$ cat config.mk
export PLATFORM = sky130hd
export DESIGN_NAME = regfile_sb
export DESIGN_NICKNAME = d
export VERILOG_FILES = /design/src/rtl/regfile_sb.sv
export SDC_FILE = /design/constraint.sdc
export NUM_CORES = 2
export LEC_CHECK = 0
export CAP_MARGIN = 10
export CELL_PAD_IN_SITES_DETAIL_PLACEMENT = 1
export CELL_PAD_IN_SITES_GLOBAL_PLACEMENT = 1
export CORE_MARGIN = 2
export CORE_UTILIZATION = 57
export DETAILED_ROUTE_END_ITERATION = 8
export PLACE_DENSITY_LB_ADDON = 0.15
export SLEW_MARGIN = 15
export SYNTH_ARGS = -nofsm -noshare
export SYNTH_HDL_FRONTEND = slang
export SYNTH_SLANG_ARGS = --single-unit
$ cat constraint.sdc
create_clock -name clk -period 12.17 [get_ports clk]
set_input_delay 3.0425 -clock clk [delete_from_list [all_inputs] [get_ports clk]]
set_output_delay 3.0425 -clock clk [all_outputs]
set_load 0.03 [all_outputs]
$ cat src/rtl/regfile_sb.sv
// Multi-read-port register file with pending-write scoreboard, write bypass and hardwired x0.
// Optional per-register even parity with error injection when REGFILE_PARITY_EN is defined.
module regfile_sb #(
    parameter  int NBITS      = 32,
    parameter  int NREGISTERS = 32,
    parameter  int NRD        = 2,
    localparam int AW         = $clog2(NREGISTERS)
) (
    input  logic                 clk,
    input  logic                 rst,
    input  logic [NRD-1:0]       rd_en,
    input  logic [NRD*AW-1:0]    rd_addr,
    output logic [NRD*NBITS-1:0] rd_data,
    output logic [NRD-1:0]       rd_busy,
    input  logic                 wr_en,
    input  logic [AW-1:0]        wr_addr,
    input  logic [NBITS-1:0]     wr_data,
    input  logic                 iss_en,
    input  logic [AW-1:0]        iss_addr,
    output logic [AW:0]          pend_cnt
`ifdef REGFILE_PARITY_EN
    ,
    input  logic                 perr_inj,
    output logic [NRD-1:0]       rd_perr
`endif
);

    function automatic logic even_par(input logic [NBITS-1:0] d);
        return ^d;
    endfunction

    function automatic logic [AW:0] popcount(input logic [NREGISTERS-1:0] v);
        logic [AW:0] c;
        c = {(AW+1){1'b0}};
        for (int n = 0; n < NREGISTERS; n++) begin
            c = c + {{AW{1'b0}}, v[n]};
        end
        return c;
    endfunction

    logic [NBITS-1:0]      regs_r [NREGISTERS];
    logic [NREGISTERS-1:0] pend_r;
    logic [NREGISTERS-1:0] pend_nxt_s;
    logic                  wr_ok_s;

    assign wr_ok_s = wr_en && (wr_addr != {AW{1'b0}});

    // Next pending vector: a new issue supersedes a same-cycle writeback clear.
    always_comb begin
        pend_nxt_s = pend_r;
        for (int n = 0; n < NREGISTERS; n++) begin
            pend_nxt_s[n] = (iss_en && (iss_addr == AW'(n)) && (n != 0)) ? 1'b1 :
                            (wr_en && (wr_addr == AW'(n)))               ? 1'b0 :
                                                                           pend_r[n];
        end
    end

    // Register array write port; x0 stays zero.
    always_ff @(posedge clk or negedge rst) begin
        if (!rst) begin
            for (int n = 0; n < NREGISTERS; n++) begin
                regs_r[n] <= {NBITS{1'b0}};
            end
        end else if (wr_ok_s) begin
            regs_r[wr_addr] <= wr_data;
        end
    end

    // Scoreboard state and its registered population count.
    always_ff @(posedge clk or negedge rst) begin
        if (!rst) begin
            pend_r   <= {NREGISTERS{1'b0}};
            pend_cnt <= {(AW+1){1'b0}};
        end else begin
            pend_r   <= pend_nxt_s;
            pend_cnt <= popcount(pend_nxt_s);
        end
    end

`ifdef REGFILE_PARITY_EN
    logic [NREGISTERS-1:0] par_r;

    // Stored parity bit, optionally inverted by the injection hook.
    always_ff @(posedge clk or negedge rst) begin
        if (!rst) begin
            par_r <= {NREGISTERS{1'b0}};
        end else if (wr_ok_s) begin
            par_r[wr_addr] <= even_par(wr_data) ^ perr_inj;
        end
    end
`endif

    for (genvar g = 0; g < NRD; g++) begin : g_rd
        logic [AW-1:0] addr_s;
        logic          act_s;
        logic          byp_s;

        // Reset, disabled port and x0 all force zero data and no busy.
        assign addr_s = rd_addr[g*AW +: AW];
        assign act_s  = rst && rd_en[g] && (addr_s != {AW{1'b0}});
        assign byp_s  = wr_en && (wr_addr == addr_s);
        assign rd_data[g*NBITS +: NBITS] = !act_s ? {NBITS{1'b0}} :
                                           byp_s  ? wr_data : regs_r[addr_s];
        assign rd_busy[g] = act_s && !byp_s && pend_r[addr_s];
`ifdef REGFILE_PARITY_EN
        assign rd_perr[g] = act_s && !byp_s && (par_r[addr_s] != even_par(regs_r[addr_s]));
`endif
    end

endmodule

==> metrics.txt <==
Pre-Repair DR Iteration Count=5; routed wire length=~200000 um; global route total overflow=0; Worst Tran Pin Value=1.28 ns; share of cells above drive strength 1=0.449; count of nets after finishing=4177; full die area=104000 sq um; CP Launch Type=primary input; DR WL/cell=36.6 um; WHS=0.395 ns; Worst-Skew Late Latency=0.73 ns; cell area after layout=63900 sq um; Clock Path Buffers=3; outcome=complete, no violations; number of synthesized register bits=~1100; clk slew on worst S/H paths=0.06 ns; Post-DP HPWL=114000 um; Post-CTS Resized=0; H-tree levels=3; first-pass GRT wire length=298000 um; gr usage total=0.398; Area Overhead vs Synth=10.7%; final hold vios=0; synth warn=0; Max Cap Viol=0; Cell Pwr Density=183 nW/um^2; final setup fails=0; CP max stage cell=clkdlybuf4s50_1; Placer Congestion=approximately 0.87; Post-synth top flop=dfrtp_1; Crit path depth=8; CTS Root Cell=clkbuf_16; CTS tree=built; Setup TNS=0 ns; worst path required time=9.13 ns; commonest non-fill, non-tap cell in the layout=mux2_2; CP Cell Sequence=clkdlybuf4s50_1 -> nand4b_2 -> buf_4 -> o22ai_1 -> or4_1 -> or4_1 -> a21oi_1 -> clkdlybuf4s50_1; critical path endpoint category=output port; post-route ant nets=0; Syn Inst Count=4173; num ports=130; Rel. slew slack=0.145; Peak VDD IR=303 uV; cell family with most CP delay=buffers and inverters; port bufs=129; worst min-delay path class=reg -> reg; critical path peak fanout=19; WS Path Type=in -> out; Synthesized Nets=~4300; Via Count=a little over 40000; Post-synth ARST share=1.00; post-CTS setup buffers=0; Initial Utilization=0.576; P_leak=27.8 nW; initial antenna violation count=5; initial drt markers=4525; Mapped Area=57700 sq um; Max Slew Vio Count=0; CTS Buf Count=117; sequential element share of the synthesized area=0.460; most frequent cells in the layout=mux2_2, dfrtp_1, mux4_2; CP peak stage delay=1.26 ns; RSZ-0062 raised after global routing=false; Avg Cell Area, Syn=13.8 sq um; Cell variety after synth=65; fmax=92.1 MHz; clk_skew=0.0206 ns; Buf/Inv on CP=3; Post-synth EDFFs=0; setup ws final=1.31 ns; pre-CTS WS=1.59 ns; area post-placement=59900 sq um; WHS Path Cells=0; cts hold-fix bufs=0; area of the core=100000 sq um; crit share post-route=0.892; number of global-route vias before repair=42700; vias per cell=7.28; largest net degree at the start of global routing=112; WP data arrival=7.82 ns; Die W=about 320 um; clk sinks=approximately 1100; cells on worst reg2reg path=16; row cnt=116; Die Y=approximately 320 um; PnR Total Power=0.0117 W; Residual DRC=0; Final Critical Period=~11 ns
[cell families after synthesis]
| group | Yosys count | synth area share |
|---|---|---|
| mux | 1627 | 0.396 |
| xor+xnor | 13 | 0.00197 |
| buf+inv | 499 | 0.0383 |
| flops | 1062 | 0.460 |
| compound gates | 378 | 0.0450 |
| fa+ha+maj | 31 | 0.00984 |
| simple gates | 563 | 0.0480 |
[through the flow]
step           instances   util
3_3_place_gp        5326  0.598
6_report            5546  0.637
2_1_floorplan       4173      -
4_1_cts             5541  0.637
3_5_place_dp        5326  0.598
5_1_grt             5541  0.637
[Yosys cell counts (4+ instances only)]
cell / n / area [sq um]
nand2b_1: 41 / 257
o32ai_1: 19 / 166
nor2_1: 85 / 319
buf_2: 89 / 445
dfrtp_1: 1062 / 26600
buf_6: 9 / 101
a32oi_1: 18 / 158
buf_1: 45 / 169
xnor2_1: 8 / 70.1
or4_1: 63 / 473
inv_1: 44 / 165
nand4_1: 4 / 25.0
a22oi_1: 69 / 518
nand2_1: 241 / 905
ha_1: 7 / 87.6
xor2_1: 5 / 43.8
a221oi_1: 22 / 193
nor2b_1: 14 / 87.6
nand3_1: 67 / 335
o22ai_1: 131 / 820
mux4_2: 413 / 9300
a21oi_1: 70 / 350
and2_1: 6 / 37.5
nand3b_1: 7 / 52.6
buf_4: 29 / 218
a22o_1: 18 / 158
mux4_1: 4 / 105
clkbuf_1: 279 / 1050
and3_1: 5 / 31.3
or2_2: 6 / 37.5
fa_1: 24 / 480
mux2i_1: 118 / 1180
o21ai_0: 7 / 35.0
mux2_2: 1092 / 12300
[state kept, by name, indices dropped and copies added (netlist names)]
| signal | count |
|---|---|
| pend_cnt | 6 |
| pend_r | 32 |
| regs_r | 1024 |
[worst reg2reg max path, stage by stage, from the launching register on]
cell and delay [ns]:
dfrtp_1 0.39, a21boi_0 0.38, fa_1 0.50, fa_1 0.49
inv_1 0.05, fa_1 0.48, inv_1 0.05, fa_1 0.46
fa_1 0.50, inv_1 0.05, fa_1 0.48, inv_1 0.05
ha_1 0.21, fa_1 0.47, a21o_1 0.18, a21oi_1 0.18
xnor2_1 0.14
[per-layer routing]
layer,track usage,up-vias,share of wire,wire length [um]
li1,-,15600,-,-
met1,0.533,21900,0.39,79100
met2,0.610,2167,0.46,93300
met3,0.0860,645,0.086,17500
met4,0.219,8,0.064,13000
met5,0,-,0.00025,50
[final cells by class]
cell class              count  area (sq um)
clock inverters            34           518
repair buffers            251          2250
clock buffers             181          3470
flip-flops and latches   1062         26600
fillers                  9180         36400
inverters                  44           165
well taps                1357          1700
multi-input cells        2612         29200
diodes                      5          12.5
[path summary, 6_finish.rpt]
check	start	end	slack, ns
hold reg to reg	regs_r[1001]	regs_r[1001]	0.39
setup / recovery	rd_addr[8]	rd_data[37]	1.31
hold / removal	regs_r[1001]	regs_r[1001]	0.39
max in group asynchronous	rst	regs_r[659]	5.87
setup reg to reg	pend_r[0]	pend_cnt[4]	7.03
min in group asynchronous	rst	pend_cnt[1]	2.32
[power by group]
group / internal, W / leakage (nW) / total [W] / switching (W)
sequential: 0.00424 / 13.6 / 0.00478 / 0.000538
clock: 0.00219 / 1.96 / 0.00372 / 0.00154
combinational: 0.00170 / 12.2 / 0.00321 / 0.00151
Note: power is estimated with default switching activity, not from simulation.
